File: src/rtl/ps2_host_tx_if.sv
// Byte-request handshake and completion status between a command source and the PS/2 host transmitter.
interface ps2_host_tx_if;
  logic [7:0] tx_data;
  logic       tx_valid;
  logic       tx_ready;
  logic       busy;
  logic       tx_done;
  logic       tx_ack_err;
  logic       tx_timeout;

  modport master (
    output tx_data, tx_valid,
    input  tx_ready, busy, tx_done, tx_ack_err, tx_timeout
  );

  modport slave (
    input  tx_data, tx_valid,
    output tx_ready, busy, tx_done, tx_ack_err, tx_timeout
  );
endinterface

File: src/rtl/ps2_host_tx.sv
// Host-to-device PS/2 transmitter: inhibits the bus, requests to send, then shifts one
// odd-parity byte out on device clock falls and reports ACK, NACK or timeout.
module ps2_host_tx #(
  parameter int INHIBIT_CYCLES = 12000,
  parameter int TIMEOUT_CYCLES = 2000000,
  parameter int FILTER_LEN     = 8
) (
  input  logic         board_clk,
  input  logic         reset,
  ps2_host_tx_if.slave tx,
  input  logic         ps2_clk_in,
  input  logic         ps2_data_in,
  output logic         ps2_clk_oe,
  output logic         ps2_data_oe
);

  localparam int FW = (FILTER_LEN > 1)     ? $clog2(FILTER_LEN)     : 1;
  localparam int IW = (INHIBIT_CYCLES > 1) ? $clog2(INHIBIT_CYCLES) : 1;
  localparam int TW = (TIMEOUT_CYCLES > 1) ? $clog2(TIMEOUT_CYCLES) : 1;

  typedef enum logic [2:0] {IDLE, INHIBIT, REQ, SEND, WAIT_IDLE} state_t;

  // Index 0 carries ps2_clk, index 1 carries ps2_data.
  logic [1:0]         s1_q, s2_q, filt_q, filt_d;
  logic [1:0][FW-1:0] fcnt_q, fcnt_d;
  logic               fall;

  state_t        state_q;
  logic [9:0]    sh_q;
  logic [3:0]    bitcnt_q;
  logic [IW-1:0] cnt_q;
  logic [TW-1:0] tcnt_q;
  logic          ack_n_q;
  logic          ready_q, busy_q, done_q, ackerr_q, tout_q;
  logic          clk_oe_q, data_oe_q;
  logic          complete;

  always_comb begin
    filt_d = filt_q;
    fcnt_d = '0;
    for (int i = 0; i < 2; i++) begin
      if (s2_q[i] != filt_q[i]) begin
        if (fcnt_q[i] == FW'(FILTER_LEN - 1)) filt_d[i] = s2_q[i];
        else                                   fcnt_d[i] = fcnt_q[i] + 1'b1;
      end
    end
  end

  always_ff @(posedge board_clk or posedge reset) begin
    if (reset) begin
      s1_q   <= 2'b11;
      s2_q   <= 2'b11;
      filt_q <= 2'b11;
      fcnt_q <= '0;
    end else begin
      s1_q   <= {ps2_data_in, ps2_clk_in};
      s2_q   <= s1_q;
      filt_q <= filt_d;
      fcnt_q <= fcnt_d;
    end
  end

  assign fall     = filt_q[0] & ~filt_d[0];
  assign complete = (state_q == WAIT_IDLE) && filt_q[0] && filt_q[1];

  always_ff @(posedge board_clk or posedge reset) begin
    if (reset) begin
      state_q   <= IDLE;
      sh_q      <= '0;
      bitcnt_q  <= '0;
      cnt_q     <= '0;
      tcnt_q    <= '0;
      ack_n_q   <= 1'b0;
      ready_q   <= 1'b1;
      busy_q    <= 1'b0;
      done_q    <= 1'b0;
      ackerr_q  <= 1'b0;
      tout_q    <= 1'b0;
      clk_oe_q  <= 1'b0;
      data_oe_q <= 1'b0;
    end else begin
      done_q   <= 1'b0;
      ackerr_q <= 1'b0;
      tout_q   <= 1'b0;
      case (state_q)
        IDLE: begin
          ready_q   <= 1'b1;
          busy_q    <= 1'b0;
          clk_oe_q  <= 1'b0;
          data_oe_q <= 1'b0;
          if (tx.tx_valid && ready_q) begin
            sh_q     <= {1'b1, ~^tx.tx_data, tx.tx_data};
            clk_oe_q <= 1'b1;
            cnt_q    <= '0;
            ready_q  <= 1'b0;
            busy_q   <= 1'b1;
            state_q  <= INHIBIT;
          end
        end
        INHIBIT: begin
          if (cnt_q == IW'(INHIBIT_CYCLES - 1)) begin
            clk_oe_q  <= 1'b0;
            data_oe_q <= 1'b1;
            tcnt_q    <= '0;
            state_q   <= REQ;
          end else begin
            cnt_q <= cnt_q + 1'b1;
          end
        end
        default: begin
          // Completion takes priority over a timeout landing in the same cycle.
          if (complete) begin
            done_q   <= ~ack_n_q;
            ackerr_q <= ack_n_q;
            state_q  <= IDLE;
          end else if (tcnt_q == TW'(TIMEOUT_CYCLES - 1)) begin
            clk_oe_q  <= 1'b0;
            data_oe_q <= 1'b0;
            tout_q    <= 1'b1;
            state_q   <= IDLE;
          end else begin
            tcnt_q <= tcnt_q + 1'b1;
            if (fall && state_q == REQ) begin
              data_oe_q <= ~sh_q[0];
              sh_q      <= {1'b0, sh_q[9:1]};
              bitcnt_q  <= 4'd1;
              state_q   <= SEND;
            end else if (fall && state_q == SEND) begin
              if (bitcnt_q < 4'd10) begin
                data_oe_q <= ~sh_q[0];
                sh_q      <= {1'b0, sh_q[9:1]};
                bitcnt_q  <= bitcnt_q + 1'b1;
              end else begin
                // Eleventh fall: the device is holding its ACK on the data line.
                ack_n_q   <= filt_q[1];
                data_oe_q <= 1'b0;
                state_q   <= WAIT_IDLE;
              end
            end
          end
        end
      endcase
    end
  end

  assign tx.tx_ready   = ready_q;
  assign tx.busy       = busy_q;
  assign tx.tx_done    = done_q;
  assign tx.tx_ack_err = ackerr_q;
  assign tx.tx_timeout = tout_q;
  assign ps2_clk_oe    = clk_oe_q;
  assign ps2_data_oe   = data_oe_q;

endmodule

File: src/flat_wrapper.sv
// flat-port wrapper written by rule: the top's interface ports become plain ports
module ps2_host_tx_flat 
#(
  parameter int INHIBIT_CYCLES = 12000,
  parameter int TIMEOUT_CYCLES = 2000000,
  parameter int FILTER_LEN     = 8
)
  (board_clk, reset, ps2_clk_in, ps2_data_in, ps2_clk_oe, ps2_data_oe, tx_tx_data, tx_tx_valid, tx_tx_ready, tx_busy, tx_tx_done, tx_tx_ack_err, tx_tx_timeout);
  ps2_host_tx_if tx_i ();
  input  logic board_clk;
  input  logic reset;
  input  logic ps2_clk_in;
  input  logic ps2_data_in;
  output logic ps2_clk_oe;
  output logic ps2_data_oe;
  input wire logic [$bits(tx_i.tx_data)-1:0] tx_tx_data;
  input wire logic [$bits(tx_i.tx_valid)-1:0] tx_tx_valid;
  output wire logic [$bits(tx_i.tx_ready)-1:0] tx_tx_ready;
  output wire logic [$bits(tx_i.busy)-1:0] tx_busy;
  output wire logic [$bits(tx_i.tx_done)-1:0] tx_tx_done;
  output wire logic [$bits(tx_i.tx_ack_err)-1:0] tx_tx_ack_err;
  output wire logic [$bits(tx_i.tx_timeout)-1:0] tx_tx_timeout;
  assign tx_i.tx_data = tx_tx_data;
  assign tx_i.tx_valid = tx_tx_valid;
  assign tx_tx_ready = tx_i.tx_ready;
  assign tx_busy = tx_i.busy;
  assign tx_tx_done = tx_i.tx_done;
  assign tx_tx_ack_err = tx_i.tx_ack_err;
  assign tx_tx_timeout = tx_i.tx_timeout;
  ps2_host_tx #(.INHIBIT_CYCLES(INHIBIT_CYCLES), .TIMEOUT_CYCLES(TIMEOUT_CYCLES), .FILTER_LEN(FILTER_LEN)) u_core (.board_clk(board_clk), .reset(reset), .tx(tx_i), .ps2_clk_in(ps2_clk_in), .ps2_data_in(ps2_data_in), .ps2_clk_oe(ps2_clk_oe), .ps2_data_oe(ps2_data_oe));
endmodule
File: config.mk
export PLATFORM = sky130hd
export DESIGN_NAME = ps2_host_tx_flat
export DESIGN_NICKNAME = d
export VERILOG_FILES = /design/src/rtl/ps2_host_tx_if.sv /design/src/rtl/ps2_host_tx.sv /design/src/flat_wrapper.sv
export SDC_FILE = /design/constraint.sdc
export NUM_CORES = 1
export LEC_CHECK = 0
export CAP_MARGIN = 20
export CORE_ASPECT_RATIO = 2
export CORE_MARGIN = 3
export CORE_UTILIZATION = 30
export DETAILED_ROUTE_END_ITERATION = 12
export SETUP_SLACK_MARGIN = 0.05
export SYNTH_ARGS = -nofsm -noshare
export SYNTH_HDL_FRONTEND = slang
export SYNTH_SLANG_ARGS = --single-unit
export TNS_END_PERCENT = 50
File: constraint.sdc
create_clock -name board_clk -period 4.3 [get_ports board_clk]
set_clock_uncertainty 0.2 [all_clocks]
set_input_delay 1.075 -clock board_clk [delete_from_list [all_inputs] [get_ports board_clk]]
set_output_delay 1.075 -clock board_clk [all_outputs]
set_load 0.005 [all_outputs]
==> impl_results.md <==
* Pwr dens at 364.0 mW/mm^2
* Worst R2R End: u_core.tcnt_q[8]$_DFFE_PP0P_
* Cells on worst reg2reg path at 5
* Drt wl/cell at 15.52 um
* Final nets at 408
* CTS Buf Count at 9
* First drt pass iteration count at 4
* Top post-synthesis cells by area: dfrtp_1 (45%), dfstp_2 (5.0%), a21oi_1 (3.8%)
* Cts hold-fix bufs at 0
* Leakage at 1.824 nW
* Number of diodes at 0
* H-tree levels at 3
* HPWL Detailed at 6.025 mm
* Run status: finished, final reports clean
* Worst r2r src: u_core.tcnt_q[7]$_DFFE_PP0P_
* Vias per cell at 5.374
* Avg Cell Area, Syn at 9.951 sq um
* Count of pins over their slew limit at 0
* Setup tns final at 0 ns
* Post-cts repair resize count at 0
* Core ar. at 0.01177 sq mm
* Initial antenna violation count at 0
* Final period utilization at 66.01%
* Unique masters post-synth at 56
* Share of layout cells above drive strength 1 at 12.21%
* Number of global-route vias before repair at 3005
* Most frequent cells in the layout: dfrtp_1 (65), nand2_1 (33), a21oi_1 (27)
* Synthesized area at 0.003642 sq mm
* P&R area growth vs syn at 17.28%
* Post-synth net total at 386
* Share of async-settable or async-resettable flops after synthesis at 100.0%
* Drt total wl at 8.351 mm
* Io pins at 20
* Post-CTS setup buffers at 0
* Post-synthesis sequential area ratio at 49.71%
* EDFF count, synth at 0
* Warnings, synthesis at 0
* Largest area contributor in the netlist: dfrtp_1
* Grt ovf at 0
* Initial Utilization at 30.94%
* Sink Count at 72
* Post-Place Cells at 522
* Antenna Violating Nets Remaining at 0
* Clk buf depth at 2
* Clock latency on the worst-skew pair at 0.34 ns
* Critical path origin: u_core.tcnt_q[7]$_DFFE_PP0P_
* Non-filler instance count after layout at 538
* I/O Buffers at 19
* Post-synthesis register bit count at 72
* First-pass GRT wire length at 14.39 mm
* Die Ht at 161.8 um
* Worst slew margin at 38.42%
* Die ar. at 0.01358 sq mm
* Final Wtd Congestion at 0.7772
* Hold Violations, Final at 0
* Crit. End Element: flop
* GR Util All Layers at 13.11%
* Root Buffer: clkbuf_16
* Setup violations, final at 0
* Slew @ Worst Pin at 0.9237 ns
* Post-synth top area share at 44.66%
* Vias at 2891
* Crit path capture: u_core.tcnt_q[8]$_DFFE_PP0P_
* Number of cell rows at 56
* Kind of critical path: flop to flop
* Largest net degree at the start of global routing at 73
* Horiz. Die Dim at 83.91 um
* Max Clk Rate at 352.3 MHz
* Register-to-register setup slack at 1.46 ns
* Worst Path Required at 4.32 ns
* Hold/Removal Path Class: flop to flop
* Cells after Synth at 366
* Setup crit start kind: flop
* First DRT Iteration DRCs at 205
* Unrepaired setup endpoints after global routing: false
* Max FO, Critical Path at 17
* Crit path DAT at 2.86 ns
* CTS tree: built
* Clk slew on worst S/H paths at 0.06 ns
* DRC Markers at 0
* Most common library cell in the layout ignoring fill and taps: dfrtp_1
* Max-Cap Viols at 0
* Peak VDD IR at 0.2474 mV
* Top FF cell, synth: dfrtp_1
* Min Tclk post-route at 2.838 ns
synth_stat cells (3+ instances only):
library cell,count
o22ai_1,9
dfstp_2,7
o21a_1,3
mux2_2,5
or4_1,4
nor3_1,10
nand3_1,19
a211o_1,4
and3_1,10
nand2_1,33
inv_1,17
xnor2_1,10
o31ai_1,7
a31oi_1,9
a41oi_1,3
dfrtp_1,65
a22o_1,3
or2_2,3
ha_1,7
mux2i_1,3
nand4_1,6
nor4_1,4
nor2_1,14
nor3b_1,3
nor2b_1,5
clkbuf_1,8
and2_1,4
a21oi_1,28
a21o_1,3
o21ai_0,19
or3_1,7
kinds of logic after synthesis:
| group | synth area share (%) |
|---|---|
| XOR/XNOR | 2.886 |
| AND/OR/NAND/NOR | 20.54 |
| AO/OA/AOI/OAI | 18.21 |
| adder cells (fa/ha/maj) | 2.405 |
| buffers and inverters | 3.882 |
| multiplexers | 2.370 |
| flip-flops | 49.71 |
cell type report:
type	count	area, sq um
fill	1174	7500
sequential	72	1810
multi-input combinational	263	1694
timing repair buffer	25	235.2
clock buffer	9	225.2
tap	145	181.4
inverter	17	63.81
clock inverter	7	61.31
sequential cells by signal (all words and copies together), names as in the netlist, 2 cells and up:
register / cells
u_core.tcnt_q: 21
u_core.cnt_q: 14
u_core.sh_q: 10
u_core.fcnt_q: 6
u_core.bitcnt_q: 4
u_core.state_q: 3
u_core.filt_q: 2
u_core.s1_q: 2
u_core.s2_q: 2
layer usage:
metal / up-vias / share of wire [%] / wire length (um) / global-route usage (%)
li1: 1405 / - / - / -
met4: 0 / 3.3 / 272 / 7.174
met5: - / 0 / 0 / 0
met3: 17 / 1.9 / 158 / 2.335
met1: 1427 / 39 / 3250 / 13.65
met2: 42 / 56 / 4670 / 24.40
where the power goes:
group          leakage [nW]  internal [mW]  switching [mW]
Sequential            0.910          0.720          0.0212
Clock                 0.135          0.402           0.314
Combinational         0.779         0.0523          0.0452
worst min-delay path by stage:
stage,cells after the start,endpoint,start
final,0,u_core.s2_q[0]$_DFF_PP1_,u_core.s1_q[0]$_DFF_PP1_
after global routing,0,u_core.s2_q[0]$_DFF_PP1_,u_core.s1_q[0]$_DFF_PP1_
after CTS,0,u_core.s2_q[0]$_DFF_PP1_,u_core.s1_q[0]$_DFF_PP1_
after detailed placement,0,u_core.s2_q[0]$_DFF_PP1_,u_core.s1_q[0]$_DFF_PP1_
after global placement,0,u_core.s2_q[0]$_DFF_PP1_,u_core.s1_q[0]$_DFF_PP1_
after floorplan,0,u_core.s2_q[0]$_DFF_PP1_,u_core.s1_q[0]$_DFF_PP1_
metrics by stage:
| stage | hold WS [ns] | setup slack [ns] | area, sq um | util (%) | power (mW) |
|---|---|---|---|---|---|
| global route | 0.1566 | 1.335 | 4272 | 36.29 | 1.624 |
| floorplan | 0.1452 | 1.212 | 3642 | - | 0.8193 |
| global placement | 0.1455 | 1.250 | 3985 | 33.85 | 0.8476 |
| detailed placement | 0.1472 | 1.199 | 3985 | 33.85 | 0.8548 |
| CTS | 0.1540 | 1.449 | 4272 | 36.29 | 1.579 |
| finish | 0.1532 | 1.462 | 4272 | 36.29 | 1.555 |
worst max-delay path, cell delays in order (launching register included):
cell and delay [ns]:
dfrtp_1 0.46, or4b_1 0.60, or4b_4 0.60, o21ai_4 0.47
nor3_1 0.10, a211o_1 0.29
(Power assumes the default switching activity.)
==> variant 1, RTL diff (same flow settings) <==
`FILTER_LEN` is set to 8 in 2 places; all go to 4.
--- a/src/rtl/ps2_host_tx.sv
+++ b/src/rtl/ps2_host_tx.sv
@@ -3,7 +3,7 @@
 module ps2_host_tx #(
   parameter int INHIBIT_CYCLES = 12000,
   parameter int TIMEOUT_CYCLES = 2000000,
-  parameter int FILTER_LEN     = 8
+  parameter int FILTER_LEN     = 4
 ) (
   input  logic         board_clk,
   input  logic         reset,
--- a/src/flat_wrapper.sv
+++ b/src/flat_wrapper.sv
@@ -3,7 +3,7 @@
 #(
   parameter int INHIBIT_CYCLES = 12000,
   parameter int TIMEOUT_CYCLES = 2000000,
-  parameter int FILTER_LEN     = 8
+  parameter int FILTER_LEN     = 4
 )
   (board_clk, reset, ps2_clk_in, ps2_data_in, ps2_clk_oe, ps2_data_oe, tx_tx_data, tx_tx_valid, tx_tx_ready, tx_busy, tx_tx_done, tx_tx_ack_err, tx_tx_timeout);
   ps2_host_tx_if tx_i ();
Behaviour: no difference found for any inputs over 10 cycles, from zero or initial values and one cycle with reset high; that may be too few to reach the edited logic, so the function may still have changed.
==> variant 1 against the original RTL <==
Wire length grew 6.7%; count of clock-buffer cells in the layout grew 3; final area shrank 2.3%; area after synthesis shrank 2.9%; worst setup slack lost 0.16 ns; sequential cell count shrank 2; highest routed layer unchanged.
Power is not compared: it rests on default switching activity, and its combinational part moved more than twofold at a synthesized area within 25%.
==> variant 1: results (changes against the original RTL) <==
### Drt
* 5.383 — mean number of vias per cell, was 5.374
* 174 — First DRT Iteration DRCs, was 205
* 255 µm — Detail Route met3 WL, was 158 µm
* 8910 µm — overall routed net length, was 8351 µm
* 5 — first drt pass iteration count, was 4
* 3249 µm — routed length on met1, was 3250 µm
* 5037 µm — detailed-routed wire length on met2, was 4670 µm

### Hold path
* 0 — worst hold path stage count, unchanged
* u_core.s1_q[1]$_DFF_PP1_ — hold wc startpoint, was u_core.s1_q[0]$_DFF_PP1_
* u_core.s2_q[1]$_DFF_PP1_ — Endpoint, Worst Hold, was u_core.s2_q[0]$_DFF_PP1_

### Cells and area
* 553 — Final Non-Filler Cells, was 538
* u_core.tcnt_q: 21 flops, u_core.cnt_q: 14 flops, u_core.sh_q: 10 flops — largest registers in the final layout, unchanged
* 10.71% — layout cell share with drive strength beyond 1, was 12.21%
* 424 — Layout Nets, was 408
* 1685 µm² — Multi-input gate area, was 1694 µm²
* 1199 — number of filler cells placed in the layout, was 1174

### Critical path
* simple AND/OR/NAND/NOR gates — kind of cell adding the most delay to the critical path, unchanged
* 0.57 ns — largest stage delay on the critical path, was 0.60 ns
* or4b_1 — slowest library cell on the worst path, unchanged
* 3.02 ns — crit path DAT, was 2.86 ns
* 6 — Reg2Reg Depth, was 5
* u_core.state_q[0]$_DFFE_PP0P_ — Worst Setup EP, was u_core.tcnt_q[8]$_DFFE_PP0P_
* 1.30 ns — flop-to-flop setup slack, was 1.46 ns
* 11 — highest fanout seen on the critical path, was 17
* u_core.tcnt_q[8]$_DFFE_PP0P_ — Crit. Startpoint, was u_core.tcnt_q[7]$_DFFE_PP0P_

### Synthesis
* dfrtp_1, o21ai_0, nand2_1, dfstp_2, nor2_1 — dominant cells by area after synthesis, was dfrtp_1, dfstp_2, a21oi_1, nand2_1, nand3_1
* 52 — synth unique cells, was 56
* dfrtp_1, nand2_1, o21ai_0 — ranking of synthesized cells by instance count, was dfrtp_1, nand2_1, a21oi_1
* 49.79% — portion of the post-synthesis area used by sequential elements, was 49.71%
* 386 — number of cells produced by synthesis, was 366
* 404 — Post-Syn Nets, was 386

### GRT
* 2982 — via count of the first global-routing pass, was 3005
* 33 — pin count of the biggest net entering global routing, was 73
* 14880 µm — global-route wire length before repair, was 14390 µm
* 26.43% — met2 global-route usage, was 24.40%
* 3.001% — GR Util met3, was 2.335%
* 15.41% — GR met1 Demand/Resource, was 13.65%
* 14.81% — gr usage total, was 13.11%

### Pwr
* 29.9% — power share of the clock group
* 0.002337 W — total design power

### Timing
* 0.7329 ns — transition time of the tightest slew-check pin, was 0.9237 ns
* 0.1536 ns — hold slack, was 0.1532 ns
* 0.3330 GHz — fmax, was 0.3523 GHz

### Run status
* finished clean — outcome, unchanged

### Placed design
* 0.8924 — final weighted congestion in routability-driven placement, was 0.7772
* 3885 µm² — post-placement cell area, was 3985 µm²
* 1.249 ns — Post-Place Setup Slack, was 1.199 ns
* 536 — number of instances in the placed design, was 522
* 6523 µm — hpwl dp, was 6025 µm

### Clock network
* 0 — number of gates resized after cts, unchanged

## variant 1: kinds of logic (layout without fill, tap and decap cells)
| kind of cell | count (synthesis) | in the layout | synth area share [%] |
|---|---|---|---|
| flops | 70 | 70 | 49.79 |
| xor+xnor | 11 | 11 | 2.725 |
| simple gates | 172 | 172 | 24.27 |
| mux | 8 | 8 | 2.442 |
| buf+inv | 23 | 48 | 2.548 |
| compound gates | 97 | 97 | 16.45 |
| fa+ha+maj | 5 | 5 | 1.769 |
## variant 1: area by class of cell
| class | instances | area share (%) |
|---|---|---|
| Inverter | 6 | 0.5399 |
| Sequential cell | 70 | 42.20 |
| Tap cell | 142 | 4.259 |
| Clock buffer | 12 | 6.149 |
| Clock inverter | 4 | 0.5399 |
| Multi-Input combinational cell | 293 | 40.40 |
| Timing Repair Buffer | 26 | 5.909 |
==> variant 2, RTL diff (same settings) <==
Without the edit above. Encoding of `state_t`: now Gray code (3 bits for 5 states).
--- a/src/rtl/ps2_host_tx.sv
+++ b/src/rtl/ps2_host_tx.sv
@@ -18,7 +18,7 @@
   localparam int IW = (INHIBIT_CYCLES > 1) ? $clog2(INHIBIT_CYCLES) : 1;
   localparam int TW = (TIMEOUT_CYCLES > 1) ? $clog2(TIMEOUT_CYCLES) : 1;
 
-  typedef enum logic [2:0] {IDLE, INHIBIT, REQ, SEND, WAIT_IDLE} state_t;
+  typedef enum logic [2:0] {IDLE = 3'b000, INHIBIT = 3'b001, REQ = 3'b011, SEND = 3'b010, WAIT_IDLE = 3'b110} state_t;
 
   // Index 0 carries ps2_clk, index 1 carries ps2_data.
   logic [1:0]         s1_q, s2_q, filt_q, filt_d;
Formal check against the unedited RTL: no difference found for any inputs over 10 cycles, from zero or initial values and one cycle with reset high; not proved beyond that.
==> variant 2 against the original RTL <==
Register-to-register slack gained 0.04 ns; sequential cell count did not move; final area rose by 0.94%; worst hold slack improved by 0.0019 ns; critical endpoint is now u_core.cnt_q[13]$_DFFE_PP0P_; worst setup slack worse by 0.30 ns; first-iteration DRC count shrank 39%; wire length barely moved; area after synthesis is 1.8% higher.
Power is not compared: it rests on default switching activity, and its combinational part moved more than twofold at a synthesized area within 25%.
==> variant 2: results (changes against the original RTL) <==
### GRT
* 2.272% — GR Util met3, was 2.335%
* 12.78% — gr usage total, was 13.11%
* 22.77% — met2 global-route usage, was 24.40%
* 14260 µm — global-route wire length before repair, was 14390 µm
* 13.98% — GR met1 Demand/Resource, was 13.65%
* 2970 — via count of the first global-routing pass, was 3005

### Timing
* 1.069 ns — transition time of the tightest slew-check pin, was 0.9237 ns
* 0.1552 ns — hold slack, was 0.1532 ns

### Hold path
* u_core.s1_q[1]$_DFF_PP1_ — hold wc startpoint, was u_core.s1_q[0]$_DFF_PP1_

### Synthesis
* 390 — Post-Syn Nets, was 386
* 2.362% — Post-Synth Adder-Cell Area, was 2.405%
* dfrtp_1, dfstp_2, a21oi_1, nand3_1, xnor2_1 — dominant cells by area after synthesis, was dfrtp_1, dfstp_2, a21oi_1, nand2_1, nand3_1
* 370 — number of cells produced by synthesis, was 366
* dfrtp_1, nor2_1, a21oi_1, nand2_1, nand3_1 — ranking of synthesized cells by instance count, was dfrtp_1, nand2_1, a21oi_1
* 60 — synth unique cells, was 56
* 3.779% — post-synthesis xor/xnor area fraction, was 2.886%
* 43.86% — top-area cell type share of the netlist area, was 44.66%
* 48.82% — portion of the post-synthesis area used by sequential elements, was 49.71%
* 3.880% — fraction of synthesized area in multiplexers, was 2.370%
* 14.64% — compound-cell area share of the yosys netlist, was 18.21%

### Drt
* 234 µm — Detail Route met3 WL, was 158 µm
* 15.35 µm — routed length per instance, was 15.52 µm
* 2916 — vias after detailed routing, was 2891
* 126 — First DRT Iteration DRCs, was 205

### Cells and area
* 414 — Layout Nets, was 408
* 544 — Final Non-Filler Cells, was 538
* 12.03% — layout cell share with drive strength beyond 1, was 12.21%
* 1199 — number of filler cells placed in the layout, was 1174
* 36.20% — share of the core filled with cells, was 36.29%

### Placed design
* 0.7929 — final weighted congestion in routability-driven placement, was 0.7772
* 528 — number of instances in the placed design, was 522
* 5878 µm — hpwl dp, was 6025 µm
* 4044 µm² — post-placement cell area, was 3985 µm²

### Run status
* finished clean — outcome, unchanged

### Critical path
* 1.50 ns — flop-to-flop setup slack, was 1.46 ns

==> variant 2: report_power, final <==
part           internal, W  switching (W)  leakage (nW)
Clock             0.000405       0.000275         0.130
Sequential        0.000779      0.0000852         0.930
Combinational     0.000121       0.000102         0.704
Total              0.00131       0.000462          1.76
==> variant 2: cells by family (layout without fill, tap and decap cells) <==
family                     Yosys count  after routing
xor gates and xnor gates            16             16
DFF                                 72             72
buffers and inverters               19             48
adders and majority gates            7              7
AOI/OAI and AO/OA                   85             85
muxes                               14             14
and+or+nand+nor                    157            157
==> variant 2: layout make-up <==
| cell class | count | share of cell area (%) |
|---|---|---|
| Timing Repair Buffer | 25 | 5.746 |
| Tap cell | 145 | 4.208 |
| Inverter | 7 | 0.6094 |
| Sequential cell | 72 | 41.99 |
| Clock buffer | 13 | 5.804 |
| Clock inverter | 3 | 0.4063 |
| Multi-Input combinational cell | 279 | 41.24 |
